--- src/rtl/pushsw_updown_counter.sv ---
// pushsw_updown_counter: debounced up/down/clear push switches driving a bounded counter
// with hold-to-auto-repeat and selectable wrap or saturate at the limits.
module pushsw_updown_counter #(
    parameter int CNT_W       = 10,
    parameter int MAX_VAL     = 255,
    parameter int TICK_DIV    = 3000000,
    parameter int PRE_W       = 22,
    parameter int WRAP        = 1,
    parameter int REPEAT_DLY  = 50,
    parameter int REPEAT_RATE = 10,
    parameter int HOLD_W      = 8
) (
    input  logic             CLK,
    input  logic             RSTn,
    input  logic [2:0]       PUSH,
    output logic [CNT_W-1:0] COUNT,
    output logic             STEP,
    output logic             WRAPPED,
    output logic             AT_LIMIT
);
    localparam logic [PRE_W-1:0]  PRE_LAST  = PRE_W'(TICK_DIV);
    localparam logic [CNT_W-1:0]  MAX       = CNT_W'(MAX_VAL);
    localparam logic [HOLD_W-1:0] DLY_LAST  = HOLD_W'(REPEAT_DLY - 1);
    localparam logic [HOLD_W-1:0] RATE_LAST = HOLD_W'(REPEAT_RATE - 1);
    localparam logic              WRAP_EN   = WRAP != 0;

    typedef enum logic [1:0] {IDLE, HOLD, RPT} state_t;

    logic [PRE_W-1:0]  pre_q, pre_d;
    logic [2:0]        samp0_q, samp0_d, samp1_q, samp1_d, arm_q, arm_d, rise;
    state_t            st_q [2];
    state_t            st_d [2];
    logic [HOLD_W-1:0] hc_q [2];
    logic [HOLD_W-1:0] hc_d [2];
    logic [1:0]        req;
    logic [CNT_W-1:0]  cnt_q, cnt_d;
    logic              step_q, step_d, wrap_q, wrap_d;
    logic              tick, clr, up_only, dn_only, at_max, at_zero;

    always_comb begin
        tick    = pre_q == PRE_LAST;
        pre_d   = tick ? '0 : pre_q + 1'b1;
        samp0_d = tick ? PUSH : samp0_q;
        samp1_d = tick ? samp0_q : samp1_q;
        // a button held through reset must be seen released before its next press counts
        arm_d   = tick ? (arm_q | ~PUSH) : arm_q;
        rise    = samp0_q & ~samp1_q & arm_q;
        clr     = tick & rise[2];
        for (int i = 0; i < 2; i++) begin
            st_d[i] = st_q[i];
            hc_d[i] = hc_q[i];
            req[i]  = 1'b0;
            if (tick) begin
                case (st_q[i])
                    IDLE: if (rise[i]) begin
                        req[i]  = 1'b1;
                        st_d[i] = HOLD;
                        hc_d[i] = '0;
                    end
                    HOLD: if (!samp0_q[i]) st_d[i] = IDLE;
                    else if (hc_q[i] == DLY_LAST) begin
                        req[i]  = 1'b1;
                        st_d[i] = RPT;
                        hc_d[i] = '0;
                    end else hc_d[i] = hc_q[i] + 1'b1;
                    RPT: if (!samp0_q[i]) st_d[i] = IDLE;
                    else if (hc_q[i] == RATE_LAST) begin
                        req[i]  = 1'b1;
                        hc_d[i] = '0;
                    end else hc_d[i] = hc_q[i] + 1'b1;
                    default: st_d[i] = IDLE;
                endcase
                if (rise[2]) st_d[i] = IDLE;
            end
        end
        up_only = req[1] & ~req[0];
        dn_only = req[0] & ~req[1];
        at_max  = cnt_q == MAX;
        at_zero = cnt_q == '0;
        cnt_d   = clr     ? '0 :
                  up_only ? (at_max ? (WRAP_EN ? '0 : cnt_q) : cnt_q + 1'b1) :
                  dn_only ? (at_zero ? (WRAP_EN ? MAX : cnt_q) : cnt_q - 1'b1) : cnt_q;
        wrap_d  = !clr && WRAP_EN && ((up_only && at_max) || (dn_only && at_zero));
        step_d  = cnt_d != cnt_q;
    end

    always_ff @(posedge CLK or negedge RSTn) begin
        if (!RSTn) begin
            pre_q   <= '0;
            samp0_q <= '0;
            samp1_q <= '0;
            arm_q   <= '0;
            st_q    <= '{default: IDLE};
            hc_q    <= '{default: '0};
            cnt_q   <= '0;
            step_q  <= 1'b0;
            wrap_q  <= 1'b0;
        end else begin
            pre_q   <= pre_d;
            samp0_q <= samp0_d;
            samp1_q <= samp1_d;
            arm_q   <= arm_d;
            st_q    <= st_d;
            hc_q    <= hc_d;
            cnt_q   <= cnt_d;
            step_q  <= step_d;
            wrap_q  <= wrap_d;
        end
    end

    assign COUNT    = cnt_q;
    assign STEP     = step_q;
    assign WRAPPED  = wrap_q;
    assign AT_LIMIT = (cnt_q == '0) || (cnt_q == MAX);
endmodule

--- config.mk ---
export PLATFORM = sky130hd
export DESIGN_NAME = pushsw_updown_counter
export DESIGN_NICKNAME = d
export VERILOG_FILES = /design/src/rtl/pushsw_updown_counter.sv
export SDC_FILE = /design/constraint.sdc
export NUM_CORES = 1
export LEC_CHECK = 0
export ABC_AREA = 0
export BUFFER_PORTS_ARGS = -buffer_cell sky130_fd_sc_hd__clkbuf_2
export CORE_MARGIN = 8
export CORE_UTILIZATION = 60
export CTS_CLUSTER_SIZE = 28
export DETAILED_ROUTE_END_ITERATION = 8
export MAX_ROUTING_LAYER = met4
export PLACE_DENSITY_LB_ADDON = 0.2
export SLEW_MARGIN = 30
export SYNTH_ARGS = -nofsm -noshare
export SYNTH_HDL_FRONTEND = slang
export SYNTH_SLANG_ARGS = --single-unit
export TNS_END_PERCENT = 50
--- constraint.sdc ---
create_clock -name CLK -period 2.7 [get_ports CLK]
set_input_delay 0.27 -clock CLK [delete_from_list [all_inputs] [get_ports CLK]]
set_output_delay 0.27 -clock CLK [all_outputs]
set_load 0.01 [all_outputs]
Word-level counts from Yosys, hierarchy flattened

Index checks and enable logic that the tools add are counted.
Widths: inputs -> output; s select.

Flip-flop bits (word level): 63
Bits in latches: 0
RAM bits: 0
Memory bits (read-only): 0
Input bits: 5
Word-level logic and storage cells: 108
Memories kept: 0

$add $sub $neg: 5
Multipliers: 0
Divide/modulo/power cells: 0
$lt $le $gt $ge: 0
Equal/unequal tests: 23
Shift operators: 0
Muxes and demuxes: 44
Bitwise operators: 10
Reduce and logical (&&, ||, !) cells: 15

Operator list:

| operator              | number |
|---|---|
| $mux 8                | 10 |
| $mux 10               | 5 |
| $pmux 8 s3            | 2 |
| $add 22x1->22 const B | 1 |
| $eq 22x22->1 const B  | 1 |
| $mux 22               | 1 |
| $mux 2                | 10 |
| $add 8x1->8 const B   | 2 |
| $eq 8x4->1 const B    | 2 |
| $eq 8x6->1 const B    | 2 |
| $mux 1                | 12 |
| $ne 2x2->1 const B    | 6 |
| $ne 3x3->1 const B    | 4 |
| $pmux 2 s3            | 2 |
| $add 10x1->10 const B | 1 |
| $eq 10x8->1 const B   | 1 |
| $logic_not 10->1      | 1 |
| $ne 10x10->1          | 1 |
| $reduce_and 5->1      | 2 |
| $sub 10x1->10 const B | 1 |
| $ne 4x4->1 const B    | 2 |
| $reduce_and 4->1      | 2 |
| $and 3x3->3           | 2 |
| $not 3->3             | 2 |
| 11 further kinds      | 22 |

Longest topological paths before layout

Depth after elaboration: 12
Mapped depth: 10
Mapped depth without buffers: 9

Least setup slack after synthesis

Ideal clock, no wire load.

Path kind: reg-to-reg
Start point: register st_q[2] (netlist bit)
End point: register step_q (netlist: STEP)
Setup time: 147 ps
Arrival: 2341 ps
Required time: 2553 ps
Path slack: 211 ps
Cell stages (with the launch flop): 10
Path buffers: 0
Cells stage by stage: dfrtp_1 inv_1 ha_1 nor4bb_1 o2111ai_2 a2111oi_4 nand2_1 mux2i_1 a221oi_1 o2111ai_1

Cells in the longest elaborated chain, start to end: 8

Ends and longest elaborated chain:

| what                                            | line   | source |
|---|---|---|
| start, declared                                 | 31     | `state_t st_q [2];` |
| start signal, assigned                          | 103    | `st_q <= st_d;` |
| $eq 2x2->1, or another cell as far along        | 54     | `case (st_q[i])` |
| $pmux 1 s3 (*)                                  | 54     |  |
| $mux 1 (*)                                      | 53     | `if (tick) begin` |
| $and 1x1->1 / $not 1->1 (equally long branches) | 77, 76 |  |
| $mux 10 / $and 1x1->1 (equally long branches)   | 82, 76 |  |
| $mux 10 (*)                                     | 81     | `up_only ? (at_max ? (WRAP_EN ? '0 : cnt_q) : cnt_q + 1'b1) :` |
| $mux 10 (*)                                     | 80     | `cnt_d = clr ? '0 :` |
| $ne 10x10->1 (*)                                | 84     | `step_d = cnt_d != cnt_q;` |
| named net step_d                                | 37     | `logic step_q, step_d, wrap_q, wrap_d;` |
| end signal, assigned                            | 106    | `step_q <= step_d;` |
| end, declared                                   | 37     |  |

The timed path passes the listed nets; every way through them passes the cells marked *.
A chain may end at the register's enable or synchronous reset.

Final worst setup path

Start point: register pre_q[1]
End point: register hc_q[14] (netlist bit)

Cells in the longest elaborated chain, start to end: 2

Ends and longest elaborated chain:

| what                              | line | source |
|---|---|---|
| start, declared                   | 29   | `logic [PRE_W-1:0] pre_q, pre_d;` |
| start signal, assigned            | 99   | `pre_q <= pre_d;` |
| $eq 22x22->1                      | 41   | `tick = pre_q == PRE_LAST;` |
| $reduce_and 5->1 (no source line) | -    |  |
| end signal, assigned              | 94   | `hc_q <= '{default: '0};` |
| end signal, assigned              | 104  | `hc_q <= hc_d;` |
| end, declared                     | 33   | `logic [HOLD_W-1:0] hc_q [2];` |

Every way passes these cells.

==> results.cfg <==
[power]
leakage_nw = 2.130
peakVddDrop_mv = 0.3050
power_density_mw_per_mm2 = 416.3

[global_route]
grt_pass1_vias = 3519
grt_overflow = 0
antenna_found_initial = 0
grt_max_degree = 64
grt_usage = 0.2210
grt_pass1_wl_mm = 16.99

[sta]
skew_ns = 0.009938
slew_headroom = 0.4771
maxSlewViolCount = 0
fmax_mhz = 382.0
rsz0062_at_grt = yes
setup_violations = 0
min_period_ns = 2.618
hold_violations = 0
period_share = 0.9696
worst_pin_slew_ns = 0.7843

[worst_setup_path]
regToRegStartpoint = pre_q[1]
arrival_ns = 2.82
worstRegToRegCells = 11
cp.buffers_inverters = 4
critPathSlowestCell = dfrtp_1
r2r-end = hc_q[14]
worstPathMaxFanout = 11
path_cells = inv_1 > ha_1 > and4bb_2 > nand4_4 > buf_4 > nor2_8 > buf_4 > o2111ai_1 > buf_4 > o21ai_0 > o41ai_2
crit_required_ns = 2.91
path_class = flip-flop to flip-flop
cpMostUsedCell = buf_4
endpoint_kind = flip-flop
max_stage_delay_ns = 0.42
cp-start-kind = flip-flop
cp_top_family = buffers and inverters
r2r_setup_slack_ns = 0.08

[clock_network]
root_buffer = clkbuf_8
cts_made_buffers = 9
clock_latency_ns = 0.35
tritoncts = built
htree_levels = 3
clock_path_buffers = 2
cts.clk_slew.worst_paths_ns = 0.08
cts.sinks = 63

[place]
dpl_cell_area_mm2 = 0.004328
port_buffers = 17
hpwlAfterDp_mm = 6.927
gpl.final_weighted_congestion = 0.9425

[routing]
wl_per_cell_um = 17.46
drt-initial-drc-count = 235
vias = 3667
ant_nets = 0
via_per_inst = 6.355
drc = 0
firstDrtPassIters = 8
wl_mm = 10.08

[logic_synthesis]
synthTopCellsByCount = dfrtp_1, nand2_1, nor2_1
synth_area_mm2 = 0.004055
syn_area_per_cell_um2 = 8.932
syn-instance-count = 454
ys_ff_latch = 63
yosysSeqAreaShare = 0.3888
synthXorXnorAreaFrac = 0.04320
yosysTopAreaCellShare = 0.3888
syn-num-nets = 476
async_flop_share = 1.000
synth_mux_area_frac = 0.004937
synth-edff-count = 0
synth-main-ff-cell = dfrtp_1
ys_warn_count = 0
synth-simple-area-share = 0.2860
post-synth-top-count-cell = dfrtp_1
synth_top_family_by_area = simple AND/OR/NAND/NOR gates
synth.distinct_cells = 73
synth_compound_area_frac = 0.1796
synth_adder_area_share = 0.05245
yosys-top-cells-area = dfrtp_1, nand2_1, ha_1
yosysTopAreaCell = dfrtp_1

[floorplan]
die_x_um = 98.21
core_area_mm2 = 0.006681
dieHeight_um = 98.21
io_pins = 18
start_util = 0.6069
rows = 30
dieArea_mm2 = 0.009645

[outcome]
status = complete, no violations

[layout]
multi_input_area_mm2 = 0.002406
finalNetCount = 514
area_growth_syn_to_layout_pct = 15.33
nFillCells = 544
final_area_mm2 = 0.004677
antenna_cells = 0
drive_above_1_share = 0.2052
fin_util = 0.7000
regArea_mm2 = 0.001577

[min_path]
hp-class = primary input to asynchronous set/reset pin

[flow_run]
maxCapViolCount = 0
==> how the worst max path moves through the flow <==
stage,depth (start not counted),end,from,slack [ns]
2_1_floorplan,9,STEP,st_q[2],0.21
3_3_place_gp,10,STEP,st_q[2],0.03
3_5_place_dp,10,STEP,st_q[2],-0.06
4_1_cts,10,hc_q[14],pre_q[1],0.008
5_1_grt,11,hc_q[14],pre_q[1],-0.05
6_report,11,hc_q[14],pre_q[1],0.08
==> cell usage in the layout, fill, tap and decap left out, types with 6 or more instances in the layout <==
master	synthesis	layout
dfrtp_1	63	63
nand2_1	58	57
nor2_1	37	36
o21ai_0	34	34
nand3_1	30	30
buf_4	6	27
inv_1	18	17
clkbuf_2	2	17
ha_1	17	15
a21oi_1	13	13
and3_1	12	12
nor3_1	11	10
xnor2_1	10	10
xor2_1	10	10
clkbuf_8	0	10
a211oi_1	7	7
a31oi_1	8	7
nor2b_1	6	6
nand4_1	6	6
o31ai_1	6	6
==> cells by family (layout without fill, tap and decap cells) <==
| family | count (synthesis) | count (layout) |
|---|---|---|
| buf+inv | 36 | 79 |
| compound gates | 105 | 105 |
| simple gates | 211 | 211 |
| xor+xnor | 20 | 20 |
| flops | 63 | 63 |
| mux | 2 | 2 |
| fa+ha+maj | 17 | 17 |
==> worst register-to-register path: cells and delay by family (launching register included) <==
kind            cells  cell delay (ns)
simple gates        3             0.59
compound gates      3             0.61
fa+ha+maj           1             0.15
buf+inv             4             0.72
flops               1             0.42
==> flip-flops by register name, indices dropped and copies added (netlist names) <==
signal and flops:
st_q 4, arm_q 3, samp0_q 3, STEP 1, pre_q 22, hc_q 16, WRAPPED 1, samp1_q 3
COUNT 10
==> stage by stage <==
step	setup TNS (ns)	power, mW	hold WS [ns]	std cells	worst slack [ns]
global route	-0.06405	2.008	0.1075	577	-0.04997
finish	0	1.947	0.09170	577	0.08214
CTS	0	1.961	0.09682	576	0.007501
floorplan	0	0.9908	-0.02559	454	0.2115
detailed placement	-0.05552	1.018	0.4554	560	-0.05552
global placement	0	1.017	0.4501	560	0.03149
==> power breakdown <==
| part | internal (mW) | switching, mW | total [mW] | leakage (nW) |
|---|---|---|---|---|
| logic | 0.0158 | 0.0407 | 0.0565 | 1.17 |
| registers | 0.945 | 0.00113 | 0.946 | 0.843 |
| clock network | 0.549 | 0.395 | 0.944 | 0.113 |
| total | 1.51 | 0.436 | 1.95 | 2.13 |
==> metal layers <==
metal,GRT usage,wire (µm),up-vias
met1,0.2783,4392,1741
met4,0.08501,349,0
met3,0.04908,637,47
met5,-,0,-
met2,0.3393,4696,151
li1,-,-,1728
==> what timing repair did <==
action / 4_1_cts / 5_1_grt
pin swaps: 0 / 10
resized for setup: 5 / 15
hold buffers: 0 / 0
gates cloned: 0 / 0
endpoints found under the setup margin: 6 / 14
setup buffers: 0 / 1
==> layout make-up <==
type / instances / share of cell area
flip-flops and latches: 63 / 0.3371
clock buffers: 10 / 0.02943
multi-input cells: 355 / 0.5144
well taps: 80 / 0.02140
repair buffers: 45 / 0.06394
inverters: 18 / 0.01445
clock inverters: 6 / 0.01926
No activity file was read; power rests on OpenSTA's default activity.
